**config.mk**
```make
export PLATFORM = sky130hd
export DESIGN_NAME = rs_arith_flat
export DESIGN_NICKNAME = d
export VERILOG_FILES = /design/src/rtl/rs_arith_if.sv /design/src/rtl/rs_arith.sv /design/src/flat_wrapper.sv
export SDC_FILE = /design/constraint.sdc
export NUM_CORES = 2
export LEC_CHECK = 0
export BUFFER_PORTS_ARGS = -buffer_cell sky130_fd_sc_hd__buf_2
export CORE_MARGIN = 2
export CORE_UTILIZATION = 64
export DETAILED_ROUTE_END_ITERATION = 6
export PLACE_DENSITY = 0.9
export SLEW_MARGIN = 40
export SYNTH_ARGS = -nofsm -noshare
export SYNTH_HDL_FRONTEND = slang
export SYNTH_SLANG_ARGS = --single-unit
```
**constraint.sdc**
```tcl
create_clock -name clk -period 46.6 [get_ports clk]
set_clock_uncertainty 0.1 [all_clocks]
set_input_delay 4.66 -clock clk [delete_from_list [all_inputs] [get_ports clk]]
set_output_delay 4.66 -clock clk [all_outputs]
set_load 0.03 [all_outputs]
```
**src/rtl/rs_arith_if.sv**
```systemverilog
// rs_arith_if: bus bundle for the arithmetic reservation station.
//   master : the dispatch / writeback / FU side that drives the station
//   slave  : the station itself (rs_arith)
// Groups:
//   flush                                   - discard all held and in-flight work
//   disp_*                                  - dispatch offer (valid/ready) and entry payload
//   wb_*                                    - result broadcast used for wakeup
//   fu_ready, iss_*                         - issue port toward the arith FU (registered)
//   count                                   - number of occupied entries
interface rs_arith_if #(
    parameter int ENTRIES = 4,
    parameter int PRN_W   = 7,
    parameter int ID_W    = 6
);
    localparam int CNT_W = $clog2(ENTRIES) + 1;

    logic                  flush;

    logic                  disp_valid;
    logic                  disp_ready;
    logic [31:0]           disp_inst;
    logic [ID_W-1:0]       disp_inst_id;
    logic [PRN_W-1:0]      disp_out_prn;
    logic [1:0][PRN_W-1:0] disp_src_prn;
    logic [1:0]            disp_src_rdy;
    logic [1:0][63:0]      disp_src_val;

    logic                  wb_valid;
    logic [PRN_W-1:0]      wb_prn;
    logic [63:0]           wb_data;

    logic                  fu_ready;
    logic                  iss_valid;
    logic [31:0]           iss_inst;
    logic [ID_W-1:0]       iss_inst_id;
    logic [PRN_W-1:0]      iss_out_prn;
    logic [1:0][63:0]      iss_op;

    logic [CNT_W-1:0]      count;

    modport master (
        output flush, disp_valid, disp_inst, disp_inst_id, disp_out_prn,
               disp_src_prn, disp_src_rdy, disp_src_val,
               wb_valid, wb_prn, wb_data, fu_ready,
        input  disp_ready, iss_valid, iss_inst, iss_inst_id, iss_out_prn,
               iss_op, count
    );

    modport slave (
        input  flush, disp_valid, disp_inst, disp_inst_id, disp_out_prn,
               disp_src_prn, disp_src_rdy, disp_src_val,
               wb_valid, wb_prn, wb_data, fu_ready,
        output disp_ready, iss_valid, iss_inst, iss_inst_id, iss_out_prn,
               iss_op, count
    );
endinterface

```
**src/rtl/rs_arith.sv**
```systemverilog
// rs_arith: collapsing-queue reservation station for the arithmetic FU.
// Entries are age ordered (index 0 oldest). Sources wake up on matching
// result broadcasts; the oldest entry with both sources ready issues into
// a registered issue port and the entries above it shift down.
// Ports:
//   clk  - clock, all state on posedge
//   rst  - asynchronous active-high reset
//   bus  - rs_arith_if.slave (dispatch, writeback, flush, issue, count)
module rs_arith #(
    parameter int ENTRIES = 4,
    parameter int PRN_W   = 7,
    parameter int ID_W    = 6
) (
    input  logic      clk,
    input  logic      rst,
    rs_arith_if.slave bus
);
    localparam int IDX_W = $clog2(ENTRIES);
    localparam int CNT_W = $clog2(ENTRIES) + 1;

    typedef struct packed {
        logic                  valid;
        logic [31:0]           inst;
        logic [ID_W-1:0]       inst_id;
        logic [PRN_W-1:0]      out_prn;
        logic [1:0][PRN_W-1:0] prn;
        logic [1:0]            rdy;
        logic [1:0][63:0]      val;
    } entry_t;

    entry_t                q  [ENTRIES];
    entry_t                qx [ENTRIES+1];   // q plus an empty slot on top for the shift
    entry_t                nq [ENTRIES];
    entry_t                din;
    logic [CNT_W-1:0]      count_q;
    logic [CNT_W-1:0]      widx;
    logic [ENTRIES-1:0]    elig;
    logic [IDX_W-1:0]      sel;
    logic                  disp_ready;
    logic                  issue;
    logic                  dispatch;

    logic                  iss_valid_q;
    logic [31:0]           iss_inst_q;
    logic [ID_W-1:0]       iss_inst_id_q;
    logic [PRN_W-1:0]      iss_out_prn_q;
    logic [1:0][63:0]      iss_op_q;

    // Space is judged from registered occupancy only; an issue in the same
    // cycle does not open a slot until the next cycle.
    assign disp_ready = (count_q != CNT_W'(ENTRIES));
    assign dispatch   = bus.disp_valid && disp_ready && !bus.flush;

    for (genvar g = 0; g < ENTRIES; g++) begin : g_elig
        assign elig[g] = q[g].valid && (&q[g].rdy);
    end

    // Lowest-index eligible entry wins (oldest first).
    always_comb begin
        sel = '0;
        for (int i = ENTRIES - 1; i >= 0; i--) begin
            if (elig[i]) sel = IDX_W'(i);
        end
    end

    assign issue = bus.fu_ready && !bus.flush && (|elig);

    // Incoming entry, with a same-cycle broadcast folded into non-ready sources.
    always_comb begin
        din         = '0;
        din.valid   = 1'b1;
        din.inst    = bus.disp_inst;
        din.inst_id = bus.disp_inst_id;
        din.out_prn = bus.disp_out_prn;
        for (int s = 0; s < 2; s++) begin
            din.prn[s] = bus.disp_src_prn[s];
            if (!bus.disp_src_rdy[s] && bus.wb_valid && bus.disp_src_prn[s] == bus.wb_prn) begin
                din.rdy[s] = 1'b1;
                din.val[s] = bus.wb_data;
            end else begin
                din.rdy[s] = bus.disp_src_rdy[s];
                din.val[s] = bus.disp_src_val[s];
            end
        end
    end

    // Next queue image: collapse above the issued slot, apply wakeup,
    // then drop the new entry at the first free slot after the collapse.
    always_comb begin
        for (int i = 0; i < ENTRIES; i++) qx[i] = q[i];
        qx[ENTRIES] = '0;
        widx = count_q - CNT_W'(issue);
        for (int i = 0; i < ENTRIES; i++) begin
            nq[i] = (issue && IDX_W'(i) >= sel) ? qx[i+1] : qx[i];
            for (int s = 0; s < 2; s++) begin
                if (bus.wb_valid && nq[i].valid && !nq[i].rdy[s] && nq[i].prn[s] == bus.wb_prn) begin
                    nq[i].rdy[s] = 1'b1;
                    nq[i].val[s] = bus.wb_data;
                end
            end
            if (dispatch && widx == CNT_W'(i)) nq[i] = din;
        end
    end

    always_ff @(posedge clk or posedge rst) begin
        if (rst) begin
            for (int i = 0; i < ENTRIES; i++) q[i] <= '0;
            count_q       <= '0;
            iss_valid_q   <= 1'b0;
            iss_inst_q    <= '0;
            iss_inst_id_q <= '0;
            iss_out_prn_q <= '0;
            iss_op_q      <= '0;
        end else if (bus.flush) begin
            for (int i = 0; i < ENTRIES; i++) q[i].valid <= 1'b0;
            count_q     <= '0;
            iss_valid_q <= 1'b0;
        end else begin
            for (int i = 0; i < ENTRIES; i++) q[i] <= nq[i];
            count_q     <= count_q + CNT_W'(dispatch) - CNT_W'(issue);
            iss_valid_q <= issue;
            if (issue) begin
                iss_inst_q    <= q[sel].inst;
                iss_inst_id_q <= q[sel].inst_id;
                iss_out_prn_q <= q[sel].out_prn;
                iss_op_q      <= q[sel].val;
            end
        end
    end

    assign bus.disp_ready  = disp_ready;
    assign bus.count       = count_q;
    assign bus.iss_valid   = iss_valid_q;
    assign bus.iss_inst    = iss_inst_q;
    assign bus.iss_inst_id = iss_inst_id_q;
    assign bus.iss_out_prn = iss_out_prn_q;
    assign bus.iss_op      = iss_op_q;
endmodule

```
**src/flat_wrapper.sv**
```systemverilog
// flat-port wrapper written by rule: the top's interface ports become plain ports
module rs_arith_flat 
#(
    parameter int ENTRIES = 4,
    parameter int PRN_W   = 7,
    parameter int ID_W    = 6
)
  (clk, rst, bus_flush, bus_disp_valid, bus_disp_inst, bus_disp_inst_id, bus_disp_out_prn, bus_disp_src_prn, bus_disp_src_rdy, bus_disp_src_val, bus_wb_valid, bus_wb_prn, bus_wb_data, bus_fu_ready, bus_disp_ready, bus_iss_valid, bus_iss_inst, bus_iss_inst_id, bus_iss_out_prn, bus_iss_op, bus_count);
  rs_arith_if #(.ENTRIES(ENTRIES), .PRN_W(PRN_W), .ID_W(ID_W)) bus_i ();
  input  logic clk;
  input  logic rst;
  input wire logic [$bits(bus_i.flush)-1:0] bus_flush;
  input wire logic [$bits(bus_i.disp_valid)-1:0] bus_disp_valid;
  input wire logic [$bits(bus_i.disp_inst)-1:0] bus_disp_inst;
  input wire logic [$bits(bus_i.disp_inst_id)-1:0] bus_disp_inst_id;
  input wire logic [$bits(bus_i.disp_out_prn)-1:0] bus_disp_out_prn;
  input wire logic [$bits(bus_i.disp_src_prn)-1:0] bus_disp_src_prn;
  input wire logic [$bits(bus_i.disp_src_rdy)-1:0] bus_disp_src_rdy;
  input wire logic [$bits(bus_i.disp_src_val)-1:0] bus_disp_src_val;
  input wire logic [$bits(bus_i.wb_valid)-1:0] bus_wb_valid;
  input wire logic [$bits(bus_i.wb_prn)-1:0] bus_wb_prn;
  input wire logic [$bits(bus_i.wb_data)-1:0] bus_wb_data;
  input wire logic [$bits(bus_i.fu_ready)-1:0] bus_fu_ready;
  output wire logic [$bits(bus_i.disp_ready)-1:0] bus_disp_ready;
  output wire logic [$bits(bus_i.iss_valid)-1:0] bus_iss_valid;
  output wire logic [$bits(bus_i.iss_inst)-1:0] bus_iss_inst;
  output wire logic [$bits(bus_i.iss_inst_id)-1:0] bus_iss_inst_id;
  output wire logic [$bits(bus_i.iss_out_prn)-1:0] bus_iss_out_prn;
  output wire logic [$bits(bus_i.iss_op)-1:0] bus_iss_op;
  output wire logic [$bits(bus_i.count)-1:0] bus_count;
  assign bus_i.flush = bus_flush;
  assign bus_i.disp_valid = bus_disp_valid;
  assign bus_i.disp_inst = bus_disp_inst;
  assign bus_i.disp_inst_id = bus_disp_inst_id;
  assign bus_i.disp_out_prn = bus_disp_out_prn;
  assign bus_i.disp_src_prn = bus_disp_src_prn;
  assign bus_i.disp_src_rdy = bus_disp_src_rdy;
  assign bus_i.disp_src_val = bus_disp_src_val;
  assign bus_i.wb_valid = bus_wb_valid;
  assign bus_i.wb_prn = bus_wb_prn;
  assign bus_i.wb_data = bus_wb_data;
  assign bus_i.fu_ready = bus_fu_ready;
  assign bus_disp_ready = bus_i.disp_ready;
  assign bus_iss_valid = bus_i.iss_valid;
  assign bus_iss_inst = bus_i.iss_inst;
  assign bus_iss_inst_id = bus_i.iss_inst_id;
  assign bus_iss_out_prn = bus_i.iss_out_prn;
  assign bus_iss_op = bus_i.iss_op;
  assign bus_count = bus_i.count;
  rs_arith #(.ENTRIES(ENTRIES), .PRN_W(PRN_W), .ID_W(ID_W)) u_core (.clk(clk), .rst(rst), .bus(bus_i));
endmodule
```
[Yosys cells after proc, flatten, opt, wreduce, memory -nomap -nowiden]
Index checks and enable logic that the tools add are counted.
Word-level totals
  register bits: 937
  input bits: 266
  output and inout port bits: 178
  word-level logic and storage cells: 190
Cells by class
  add/subtract/negate cells: 3
  magnitude comparators: 5
  equal/unequal tests: 14
  muxes and demuxes: 41
  bitwise operators: 2
  reductions and logical operators: 82
Operators with widths (count)
  $mux W190: 8
  $mux W64: 10
  $bmux W190 S2: 1
  $mux W189: 2
  $eq A7 B7 Y1: 10
  $logic_and A1 B1 Y1: 40
  $reduce_and A2 Y1: 17
  $reduce_bool A3 Y1: 8
  $mux W1: 15
  $logic_not A1 Y1: 11
  $mux W2: 4
  $reduce_bool A2 Y1: 4
  $eq A3 B2 Y1 const B: 2
  $sub A3 B1 Y3: 2
  $ge A1 B2 Y1 const A: 2
  $ge A2 B2 Y1 const A: 2
  $reduce_or A4 Y1: 1
  $add A3 B1 Y3: 1
  $eq A3 B1 Y1 const B: 1
  $ge A3 B3 Y1 const B: 1
  $logic_not A3 Y1: 1
  $mux W3: 1
  $ne A3 B3 Y1 const B: 1
  $not A2 Y3: 1
  $not A1 Y1: 1

[Longest topological paths before layout]
  depth in word-level cells: 15
  gate-level depth with buffers: 20
  mapped depth without buffers: 12

[Least setup slack after synthesis]
OpenSTA, ideal clock, no wires.
  kind: input to register
  start point: input bus_flush
  end point: register u_core.q[380] (netlist name)
  setup time: 0.123 ns
  data arrival time: 8.368 ns
  required time: 46.377 ns
  path slack: 38.010 ns
  stages on the path: 20
  path buffers: 9
  cell sequence: buf_2 -> nand2b_1 -> buf_2 -> a41o_1 -> buf_2 -> clkbuf_1 -> clkbuf_1 -> clkbuf_1 -> inv_1 -> ha_1 -> inv_1 -> ha_1 -> clkbuf_1 -> or3_1 -> clkbuf_1 -> nand2_1 -> o21bai_1 -> nand2_1 -> clkbuf_1 -> o221a_2
Between the ends
  cells in the longest elaborated chain, start to end: 10
  elaborated cells between the ends (all ways): 19
  classes of those cells: add/sub (1); eq/ne (2); mux (3); bitwise (1); reduce/logical (12)
Ends and longest elaborated chain
  from (decl): line flat_wrapper.sv:12  | input wire logic [$bits(bus_i.flush)-1:0] bus_flush;
  branches (longest 10 deep; another with $sub A3 B1 Y3)
Several ways; the timed one is not identified. The select of a mux whose other input is x is not followed.
A chain may end at the register's enable or synchronous reset.

[Worst setup path in the final report]
  start point: input bus_flush
  end point: register u_core.q[450] (netlist name)
Between the ends
  cells in the longest elaborated chain, start to end: 10
  elaborated cells between the ends (all ways): 19
  classes of those cells: add/sub (1); eq/ne (2); mux (3); bitwise (1); reduce/logical (12)
Ends and longest elaborated chain
  branches (longest 10 deep; another with $sub A3 B1 Y3)
Several ways; the timed one is not identified. The select of a mux whose other input is x is not followed.

==> summary.md <==
| Metric | Value |
|---|---|
| Fmax | roughly 0.10 GHz |
| Final Hold Viols | 0 |
| Die height | ~300 µm |
| Crit end category | flop |
| Post-Syn Area | 0.0529 mm² |
| Setup violators final | 0 |
| Worst min path class | reg2reg |
| Number of global-route vias before repair | approximately 54000 |
| WL per Instance | between 20 and 25 µm |
| Tot GR Track Use | 0.445 |
| Pin slew with the least headroom to its limit | approximately 0.95 ns |
| R2r startpoint | u_core.q[759] |
| Top fanout value on the critical path | 69 |
| Post-layout util | 0.716 |
| DRC errors left | 25 |
| Synth Register Bits | about 940 |
| Top-area cell type share of the netlist area | 0.444 |
| Via count | approximately 56000 |
| Top FF cell, synth | dfrtp_1 |
| End of the worst register-to-register path | u_core.q[210] |
| Die X | between 200 and 300 µm |
| Post-Syn Area per Cell | 7.70 µm² |
| Lkg Pwr | 26.5 nW |
| Worst stage delay on the critical path | approximately 0.66 ns |
| Critical Path RT | 47.06 ns |
| Clk sinks | ~940 |
| Fin nets | around 7100 |
| Setup tns final | 0 ns |
| Failing checks | DRC |
| Syn-to-layout area delta | 11.0% |
| Final instance area | slightly below 0.06 mm² |
| Reg clk slew, reported paths | roughly 0.06 ns |
| Worst path cell trace | buf_4 -> nand2b_1 -> buf_4 -> a41o_4 -> inv_1 -> ha_1 -> ha_1 -> xnor2_1 -> nand2_1 -> or3_4 -> nand2_1 -> a41o_2 -> nand2_2 -> buf_4 -> o221a_1 |
| Post-synth EDFFs | 0 |
| Via density | 7.02 |
| Clock latency on the worst-skew pair | 0.70 ns |
| Share of cells above drive strength 1 | 0.118 |
| Initial antenna violation count | 42 |
| Most numerous cell in the Yosys netlist | nand2_1 |
| Synth area leaders | dfrtp_1 44%, nand2_1 9.7%, nor2_1 8.3% |
| IO Pins | ~440 |
| Detailed placement HPWL | between 100000 and 150000 µm |
| WHS Path Cells | 2 |
| Worst Path Buf+Inv | 4 |
| Count of cell types in the netlist | between 60 and 70 |
| Post-CTS Setup Inserts | 0 |
| Pins Over Slew Limit | 0 |
| Startpoint Class | input port |
| Core area | between 0.08 and 0.09 mm² |
| Rel. slew slack | 0.362 |
| Pwr Total | 3.35 mW |
| Crit-path leading delay family | simple AND/OR/NAND/NOR gates |
| DRT Wirelength | around 190000 µm |
| Hold Buf Count CTS | 0 |
| Pre-CTS setup slack | between 30 and 40 ns |
| HP Start | u_core.bus.iss_op[13] |
| RSZ-0062 raised after global routing | no |
| Synth top cells by count | 1372 x nand2_1, 1166 x nor2_1, 937 x dfrtp_1, 607 x a21oi_1, 564 x o21ai_0 |
| FILL cells | between 6000 and 7000 |
| R2R setup slack | around 40 ns |
| PnR worst setup slack | approximately 37 ns |
| Post-route minimum period | between 10 and 15 ns |
| Die area | between 0.08 and 0.09 mm² |
| Final Wtd Congestion | 0.937 |
| Post-cts resize count | 0 |
| DRT antenna net count | 0 |
| Max-cap check violation count | 0 |
| Sequential area share after synthesis | 0.444 |
| Initial Util | 0.645 |
| Post-Syn Nets | between 7000 and 8000 |
| Asr flop ratio synth | 1.00 |
| Bufs on Longest Clock Path | 3 |
| Synthesis Warnings | 0 |
| Largest net degree at the start of global routing | 144 |
| Synth Instances | approximately 6900 |
| Most common cell on crit path | buf_4 |
| Starting DRT DRC Count | roughly 10000 |
| First-pass GRT wire length | ~300000 µm |
| TritonCTS clock tree | done |
| WP data arrival | between 10 and 15 ns |
| Dpl cell area | between 0.05 and 0.06 mm² |
| Worst Hold End | u_core.bus.iss_op[13] |
| TritonCTS buffer count | 99 |
| Buffers on Ports | between 400 and 500 |
| Clk root buf | clkbuf_16 |
| Post-synth top area cell | dfrtp_1 |
| Pwr/cell area | around 57 mW/mm² |
| Register-to-Register Path Depth | 12 |
| Row count | between 100 and 150 |
| Worst vdd rail ir drop | between 50 and 60 µV |
| Global route overflow | 0 |
| DRT Pass-1 Iters | 7 |
| H-tree Lvls | 3 |
| Status | finished, violations left |
| Tcrit/Tclk final | 0.215 |
| Slowest CP cell | a41o_4 |
| CP Class | in2reg |
-- cell families after synthesis --
logic type,count (synthesis),share of synthesized area
and+or+nand+nor,3106,0.241
buffers and inverters,715,0.0554
muxes,74,0.0140
adders and majority gates,5,0.00133
xor gates and xnor gates,45,0.00746
DFF,937,0.444
AOI/OAI and AO/OA,1979,0.238
-- per-stage QoR --
step / hold WS, ns / instances
6_report: 0.369 / 8042
5_1_grt: 0.395 / 8037
4_1_cts: 0.379 / 8010
3_5_place_dp: 0.365 / 7828
3_3_place_gp: 0.357 / 7818
2_1_floorplan: 0.348 / 6861
-- layout by cell type, fill, tap and decap left out, types with 7 or more instances in the layout --
master     netlist  final
and2_1          68     67
a211oi_1        68     68
nand4_1         11     11
o31ai_1         67     67
buf_12           0     11
clkbuf_1       482     18
buf_4           17     28
nand2b_1         9      9
a21oi_1        607    607
clkbuf_8         0     20
a32o_1          63     63
o221a_2         83     83
buf_2           92    442
nor3_1          74     72
xor2_1          30     30
nor4_1          14     14
o221a_1        109    109
dfrtp_1        937    937
and3_1          87     83
a31oi_1        301    301
nand2_1       1372   1367
mux2i_1         73     73
clkinv_2         0     21
nand3_1        259    257
nor2_1        1166   1163
a22o_1          60     60
buf_16           0      7
buf_6            9     42
diode_2          0     29
clkbuf_16        0    100
o211ai_1         7      7
inv_1           83     82
o21ai_0        564    561
xnor2_1         15     15
nor2b_1         24     23
bufinv_16        0     13
-- worst min-delay path, delay by kind of cell, from the launching register on --
| family | cells | cell delay [ns] |
|---|---|---|
| flops | 1 | 0.33 |
| compound gates | 1 | 0.06 |
| simple gates | 1 | 0.04 |
-- how the worst max path moves through the flow --
stage	startpoint	endpoint	slack, ns	depth (start not counted)
global route	bus_flush	u_core.q[485]	36.42	15
global placement	bus_flush	u_core.q[253]	35.59	15
floorplan	rst	u_core.bus.count[0]	15.49	1
detailed placement	bus_flush	u_core.q[70]	36.10	18
finish	bus_flush	u_core.q[450]	36.57	15
CTS	bus_flush	u_core.q[70]	36.73	18
-- layout make-up --
| class | instances | area, µm² | area share |
|---|---|---|---|
| multi-input combinational | 5209 | 26700 | 0.455 |
| sequential | 937 | 23400 | 0.400 |
| timing repair buffer | 532 | 3340 | 0.0569 |
| clock buffer | 138 | 2850 | 0.0485 |
| tap | 1070 | 1340 | 0.0228 |
| clock inverter | 44 | 638 | 0.0109 |
| inverter | 83 | 324 | 0.00552 |
| antenna | 29 | 72.6 | 0.00124 |
-- sequential cells by signal, indices dropped and copies added (netlist names) --
name	flops
u_core.q	760
u_core.bus.iss_op	128
u_core.bus.iss_valid	1
u_core.bus.iss_inst_id	6
u_core.bus.iss_out_prn	7
u_core.bus.count	3
u_core.bus.iss_inst	32
-- where the power goes --
| part | internal (mW) | leakage, nW | switching, mW |
|---|---|---|---|
| logic | 0.407 | 12.9 | 0.619 |
| registers | 1.17 | 11.8 | 0.291 |
| clock network | 0.500 | 1.72 | 0.358 |
-- layer usage --
| metal | vias to the layer above | track usage | share of wire |
|---|---|---|---|
| li1 | 23800 | - | - |
| met1 | 26000 | 0.560 | 0.34 |
| met2 | 5327 | 0.650 | 0.43 |
| met3 | 1283 | 0.147 | 0.16 |
| met4 | 28 | 0.306 | 0.075 |
| met5 | - | 0 | 0.0011 |
Power figures use the tool's default switching activity.
